$ cat config.mk
export PLATFORM = sky130hd
export DESIGN_NAME = mem_responder_flat
export DESIGN_NICKNAME = d
export VERILOG_FILES = /design/src/rtl/mem_responder_pkg.sv /design/src/rtl/mem_responder_if.sv /design/src/rtl/mem_responder_sat_counter.sv /design/src/rtl/mem_responder.sv /design/src/flat_wrapper.sv
export SDC_FILE = /design/constraint.sdc
export NUM_CORES = 1
export LEC_CHECK = 0
export BUFFER_PORTS_ARGS = -buffer_cell sky130_fd_sc_hd__buf_2
export CAP_MARGIN = 30
export CORE_ASPECT_RATIO = 1.2
export CORE_MARGIN = 5
export CORE_UTILIZATION = 35
export DETAILED_ROUTE_END_ITERATION = 16
export PLACE_DENSITY = 0.49
export SYNTH_ARGS = -nofsm -noshare
export SYNTH_HDL_FRONTEND = slang
export SYNTH_SLANG_ARGS = --single-unit
$ cat constraint.sdc
create_clock -name clk -period 3.05 [get_ports clk]
set_input_delay 0.305 -clock clk [delete_from_list [all_inputs] [get_ports clk]]
set_output_delay 0.305 -clock clk [all_outputs]
set_load 0.02 [all_outputs]
$ cat src/rtl/mem_responder_pkg.sv
// mem_resp_pkg: shared definitions for the memory responder.
//   - default widths for address, data and access counters
//   - FSM state and bus operation enums
//   - decode_op(): maps the raw read/write strobes to a bus operation
package mem_resp_pkg;

    localparam int MEM_ADDR_W = 5;
    localparam int MEM_DATA_W = 8;
    localparam int MEM_CNT_W  = 16;

    typedef enum logic {INIT, READY} mem_state_e;

    typedef enum logic [1:0] {OP_IDLE, OP_WRITE, OP_READ} mem_op_e;

    // {write,read} = 11 is the bus park state and must decode as idle,
    // never as a write.
    function automatic mem_op_e decode_op(input logic read, input logic write);
        case ({write, read})
            2'b10:   return OP_WRITE;
            2'b01:   return OP_READ;
            default: return OP_IDLE;
        endcase
    endfunction

endpackage

$ cat src/rtl/mem_responder_if.sv
// mem_responder_if: read/write memory bus between a requester (master)
// and the memory responder (slave).
//   read, write    : strobes from the master
//   addr, data_in  : access address and write data
//   data_out       : registered read data from the slave
//   rd_valid       : one-cycle pulse, data_out updated
// With MEM_RESP_PARITY_EN defined the bus also carries parity_inject
// (master -> slave) and the sticky parity_err (slave -> master).
interface mem_responder_if #(
    parameter int ADDR_W = 5,
    parameter int DATA_W = 8
);
    logic              read;
    logic              write;
    logic [ADDR_W-1:0] addr;
    logic [DATA_W-1:0] data_in;
    logic [DATA_W-1:0] data_out;
    logic              rd_valid;
`ifdef MEM_RESP_PARITY_EN
    logic              parity_inject;
    logic              parity_err;

    modport master (output read, write, addr, data_in, parity_inject,
                    input  data_out, rd_valid, parity_err);
    modport slave  (input  read, write, addr, data_in, parity_inject,
                    output data_out, rd_valid, parity_err);
`else
    modport master (output read, write, addr, data_in,
                    input  data_out, rd_valid);
    modport slave  (input  read, write, addr, data_in,
                    output data_out, rd_valid);
`endif
endinterface

$ cat src/rtl/mem_responder_sat_counter.sv
// sat_counter: WIDTH-bit event counter that stops at its maximum value.
//   clk   : clock
//   rst   : synchronous active-high reset, clears count
//   inc   : count one event this cycle
//   count : current count, saturating at 2**WIDTH-1
module sat_counter #(
    parameter int WIDTH = 16
) (
    input  logic             clk,
    input  logic             rst,
    input  logic             inc,
    output logic [WIDTH-1:0] count
);

    logic [WIDTH-1:0] count_q;
    logic [WIDTH-1:0] count_d;

    function automatic logic [WIDTH-1:0] sat_inc(input logic [WIDTH-1:0] v);
        return (v == {WIDTH{1'b1}}) ? v : v + 1'b1;
    endfunction

    always_comb begin
        count_d = inc ? sat_inc(count_q) : count_q;
    end

    always_ff @(posedge clk) begin
        if (rst) count_q <= '0;
        else     count_q <= count_d;
    end

    assign count = count_q;

endmodule

$ cat src/rtl/mem_responder.sv
// mem_responder: memory-side end of the read/write bus.
// A DEPTH x DATA_W array is cleared by an INIT sweep after reset (one
// location per cycle); accesses arriving during the sweep are dropped and
// flagged. In READY, writes commit at the sampling edge and reads return
// registered data one edge later with a rd_valid pulse.
//   clk, rst  : clock, synchronous active-high reset
//   bus       : mem_responder_if slave (read/write/addr/data_in/data_out/rd_valid)
//   init_busy : high while the clear sweep runs
//   wr_cnt    : accepted writes, saturating
//   rd_cnt    : accepted reads, saturating
//   drop_err  : sticky, an access arrived while init_busy
// Optional: MEM_RESP_PARITY_EN adds an even-parity bit per location, the
// parity_inject / parity_err bus signals and the sticky parity check.
module mem_responder
    import mem_resp_pkg::*;
#(
    parameter int ADDR_W = MEM_ADDR_W,
    parameter int DATA_W = MEM_DATA_W,
    parameter int CNT_W  = MEM_CNT_W
) (
    input  logic             clk,
    input  logic             rst,
    mem_responder_if.slave   bus,
    output logic             init_busy,
    output logic [CNT_W-1:0] wr_cnt,
    output logic [CNT_W-1:0] rd_cnt,
    output logic             drop_err
);

    localparam int DEPTH = 2 ** ADDR_W;
    localparam logic [ADDR_W-1:0] PTR_LAST = {ADDR_W{1'b1}};
    localparam logic [0:0] S_INIT  = INIT;
    localparam logic [0:0] S_READY = READY;

`ifdef MEM_RESP_PARITY_EN
    localparam int MEM_W = DATA_W + 1;
`else
    localparam int MEM_W = DATA_W;
`endif

    logic [MEM_W-1:0]  mem_q [DEPTH];
    logic [0:0]        state_q,    state_d;
    logic [ADDR_W-1:0] ptr_q,      ptr_d;
    logic [DATA_W-1:0] data_out_q, data_out_d;
    logic              rd_valid_q, rd_valid_d;
    logic              drop_err_q, drop_err_d;
    mem_op_e           op;
    logic              do_wr;
    logic              do_rd;
    logic [MEM_W-1:0]  wr_word;

`ifdef MEM_RESP_PARITY_EN
    logic parity_err_q, parity_err_d;
    // Stored bit makes the word XOR to zero; inject flips it to plant an error.
    assign wr_word = {(^bus.data_in) ^ bus.parity_inject, bus.data_in};
`else
    assign wr_word = bus.data_in;
`endif

    always_comb begin
        op    = decode_op(bus.read, bus.write);
        do_wr = (state_q == S_READY) && (op == OP_WRITE);
        do_rd = (state_q == S_READY) && (op == OP_READ);

        state_d    = state_q;
        ptr_d      = ptr_q;
        data_out_d = data_out_q;
        rd_valid_d = 1'b0;
        drop_err_d = drop_err_q;
`ifdef MEM_RESP_PARITY_EN
        parity_err_d = parity_err_q;
`endif

        if (state_q == S_INIT) begin
            ptr_d = ptr_q + 1'b1;
            if (ptr_q == PTR_LAST) state_d = S_READY;
            if (op != OP_IDLE)     drop_err_d = 1'b1;
        end

        if (do_rd) begin
            data_out_d = mem_q[bus.addr][DATA_W-1:0];
            rd_valid_d = 1'b1;
`ifdef MEM_RESP_PARITY_EN
            if (^mem_q[bus.addr]) parity_err_d = 1'b1;
`endif
        end
    end

    always_ff @(posedge clk) begin
        if (rst) begin
            state_q    <= S_INIT;
            ptr_q      <= '0;
            data_out_q <= '0;
            rd_valid_q <= 1'b0;
            drop_err_q <= 1'b0;
`ifdef MEM_RESP_PARITY_EN
            parity_err_q <= 1'b0;
`endif
        end else begin
            state_q    <= state_d;
            ptr_q      <= ptr_d;
            data_out_q <= data_out_d;
            rd_valid_q <= rd_valid_d;
            drop_err_q <= drop_err_d;
`ifdef MEM_RESP_PARITY_EN
            parity_err_q <= parity_err_d;
`endif
        end
    end

    // Storage has no reset of its own: the sweep after every reset clears it.
    always_ff @(posedge clk) begin
        if (!rst) begin
            if (state_q == S_INIT) mem_q[ptr_q]    <= '0;
            else if (do_wr)        mem_q[bus.addr] <= wr_word;
        end
    end

    sat_counter #(.WIDTH(CNT_W)) u_wr_cnt (
        .clk   (clk),
        .rst   (rst),
        .inc   (do_wr),
        .count (wr_cnt)
    );

    sat_counter #(.WIDTH(CNT_W)) u_rd_cnt (
        .clk   (clk),
        .rst   (rst),
        .inc   (do_rd),
        .count (rd_cnt)
    );

    assign bus.data_out = data_out_q;
    assign bus.rd_valid = rd_valid_q;
    assign init_busy    = (state_q == S_INIT);
    assign drop_err     = drop_err_q;
`ifdef MEM_RESP_PARITY_EN
    assign bus.parity_err = parity_err_q;
`endif

endmodule
$ cat src/flat_wrapper.sv
// flat-port wrapper written by rule: the top's interface ports become plain ports
module mem_responder_flat import mem_resp_pkg::*;
#(
    parameter int ADDR_W = MEM_ADDR_W,
    parameter int DATA_W = MEM_DATA_W,
    parameter int CNT_W  = MEM_CNT_W
)
  (clk, rst, init_busy, wr_cnt, rd_cnt, drop_err, bus_read, bus_write, bus_addr, bus_data_in, bus_data_out, bus_rd_valid);
  mem_responder_if #(.ADDR_W(ADDR_W), .DATA_W(DATA_W)) bus_i ();
  input  logic clk;
  input  logic rst;
  output logic init_busy;
  output logic [CNT_W-1:0] wr_cnt;
  output logic [CNT_W-1:0] rd_cnt;
  output logic drop_err;
  input wire logic [$bits(bus_i.read)-1:0] bus_read;
  input wire logic [$bits(bus_i.write)-1:0] bus_write;
  input wire logic [$bits(bus_i.addr)-1:0] bus_addr;
  input wire logic [$bits(bus_i.data_in)-1:0] bus_data_in;
  output wire logic [$bits(bus_i.data_out)-1:0] bus_data_out;
  output wire logic [$bits(bus_i.rd_valid)-1:0] bus_rd_valid;
  assign bus_i.read = bus_read;
  assign bus_i.write = bus_write;
  assign bus_i.addr = bus_addr;
  assign bus_i.data_in = bus_data_in;
  assign bus_data_out = bus_i.data_out;
  assign bus_rd_valid = bus_i.rd_valid;
  mem_responder #(.ADDR_W(ADDR_W), .DATA_W(DATA_W), .CNT_W(CNT_W)) u_core (.clk(clk), .rst(rst), .bus(bus_i), .init_busy(init_busy), .wr_cnt(wr_cnt), .rd_cnt(rd_cnt), .drop_err(drop_err));
endmodule
==> impl_metrics.tcl <==
set metrics [dict create \
    status "complete, no violations" \
    synthMuxAreaShare_pct 11.1 \
    core_um2 35100 \
    ys_ff_latch 304 \
    fin_nets 964 \
    max_freq_mhz 398 \
    drt-total-wl_um 30400 \
    dp_slack_ps 177 \
    num_rows 75 \
    start_util_pct 35.5 \
    post-route-period-util_pct 82.3 \
    synth-simple-area-share_pct 7.16 \
    setup-tns-final_ps 0 \
    io-pin-count 60 \
    synthCells 844 \
    drive_above_1_share_pct 18.6 \
    crit_required_ps 3250 \
    detailed_place.area_um2 13500 \
    chipWidth_um 182 \
    postLayoutCoreUtil_pct 41.7 \
    ys_types 43 \
    cp-end-kind "flop" \
    dr.pass1.iters 6 \
    final_max_slew_viol_count 0 \
    period_minus_slack_ps 2510 \
    avgSynthCellArea_um2 14.8 \
    crit_fanout 8 \
    post_cts_buffers 0 \
    tritoncts "done" \
    drtAntennaViolNets 0 \
    cap_violations 0 \
    grt_pass1_vias 7294 \
    whs_path_depth 5 \
    die-area_um2 39500 \
    synthAdderAreaFrac_pct 0.602 \
    grt_max_degree 49 \
    path_class "flop to flop" \
    hold_class "input port to flop" \
    synth_area_um2 12500 \
    dp_hpwl_um 19600 \
    h-tree-depth 1 \
    synth-edff-count 256 \
    antenna_found_initial 4 \
    synth_nets 867 \
    cts-root-buf "clkbuf_16" \
    io_buffers 59 \
    finalHoldViolations 0 \
    hold_buffers 0 \
    worstPathArrival_ps 2710 \
    synth-async-reset-ratio_pct 0 \
    report.final.setup_viol 0 \
    vias 7158 \
    synthXorXnorAreaFrac_pct 2.18 \
    layout_commonest_cell "edfxtp_1" \
    areaGrowthSynthToFinish_pct 17.2 \
    p_leak_nw 4.77 \
    drc 0 \
    cts_made_buffers 31 \
    ff2ff_setup_slack_ps 540 \
    grt_setup_unrepaired "no" \
    cts_sinks 304 \
    synth_top_family_by_area "multiplexers" \
    gp_congestion 0.771 \
    ff2ff_path_depth 5 \
    drt-initial-drc-count 402 \
    clock_skew_ps 20.3 \
    final_cell_mix "edfxtp_1, mux2i_1, nor2_1" \
    yosysWarningCount 0 \
    clk_pin_slew_ps 60 \
    final_area_um2 14600 \
    setup_ws_ps 539 \
    gr-usage-all-layers_pct 15.2 \
    seq_area_frac_synth_pct 69.3 \
    ys.flop_type "edfxtp_1" \
    grt_overflow_total 0 \
    crit_path_start_kind "flop" \
    relSlewSlack_pct 45.8 \
    tightest_slew_ps 810 \
    ir_drop_mv 0.334 \
    grt_pass1_wl_um 45900 \
    power_density_nw_per_um2 600 \
    clkLatencyLatePin_ps 570 \
    routed_via_density 5.01 \
    die_h_um 217 \
    synth_compound_area_share_pct 7.13 \
    cts_buffer_depth 3 \
    fin_hold_ws_ps 150 \
    cts-resized-gates 0 \
    wl_per_cell_um 21.3 \
]
where the power goes:
part	leakage [nW]	switching [W]	internal, W	total (W)
combinational	1.92	0.000189	0.000102	0.000292
sequential	2.32	0.0000106	0.00447	0.00448
clock	0.538	0.00157	0.00243	0.00400
total	4.77	0.00177	0.00700	0.00877
state kept, by name, summed over array words and instances (netlist names):
name	cells
u_core.mem_q	256
u_core.state_q	1
u_core.bus.rd_valid	1
u_core.ptr_q	5
u_core.bus.data_out	8
u_core.drop_err	1
u_core.u_rd_cnt.count	16
u_core.u_wr_cnt.count	16
cells in the mapped netlist (4+ instances only):
cell type	instances	area [µm²]
a2111oi_0	5	43.8
a211oi_2	8	100
and2_1	10	62.6
clkbuf_1	24	90.1
dfxtp_1	48	961
nor2b_1	4	25.0
buf_6	7	78.8
a211oi_1	5	37.5
ha_1	6	75.1
or3_1	4	25.0
nor2_1	88	330
inv_1	5	18.8
a22oi_1	64	480
nand4_1	9	56.3
nand3_1	10	50.1
nor3_1	7	35.0
or4_1	10	75.1
mux2i_1	136	1360
nand2_1	27	101
buf_1	5	18.8
and3_1	5	31.3
a21oi_1	41	205
xnor2_1	28	245
edfxtp_1	256	7690
routing by layer:
layer  global-route usage, %  vias up  part of all wire (%)
li1                        -     3426                     -
met1                    20.4     3548                    45
met2                    26.1      143                    50
met3                    2.42       37                   4.1
met4                    3.58        4                   1.6
met5                       0        -                 0.089
worst paths after layout:
kind | end | from
setup / recovery | u_core.mem_q[15][7]$_DFFE_PP_ | u_core.state_q$_SDFF_PP0_
hold / removal | u_core.drop_err$_SDFFE_PP0P_ | bus_read
setup reg to reg | u_core.mem_q[15][7]$_DFFE_PP_ | u_core.state_q$_SDFF_PP0_
hold reg to reg | u_core.drop_err$_SDFFE_PP0P_ | u_core.drop_err$_SDFFE_PP0P_
final cells by class:
type | instances | area [µm²]
Inverter | 5 | 18.8
Tap cell | 462 | 578
Clock inverter | 17 | 221
Clock buffer | 41 | 873
Timing Repair Buffer | 111 | 754
Antenna cell | 1 | 2.50
Fill cell | 3285 | 20500
Multi-Input combinational cell | 488 | 3520
Sequential cell | 304 | 8650
cells by family (layout without fill, tap and decap cells):
| group | count (synthesis) | after routing |
|---|---|---|
| and+or+nand+nor | 187 | 187 |
| muxes | 138 | 138 |
| AOI/OAI and AO/OA | 126 | 126 |
| buffers and inverters | 52 | 174 |
| adders and majority gates | 6 | 6 |
| other | 0 | 1 |
| DFF | 304 | 304 |
| xor gates and xnor gates | 31 | 31 |
per-stage QoR:
step | instances | total power [W]
after floorplan | 844 | 0.00477
after global placement | 1370 | 0.00487
after detailed placement | 1370 | 0.00486
after CTS | 1428 | 0.00889
after global routing | 1428 | 0.00909
final | 1429 | 0.00877
critical path, stage by stage (launching register included):
cell,delay [ps]
dfxtp_1,320
and3b_1,340
mux2i_1,520
nor2b_1,230
nand2_1,110
nor2_1,620
Note: power is estimated with default switching activity, not from simulation.
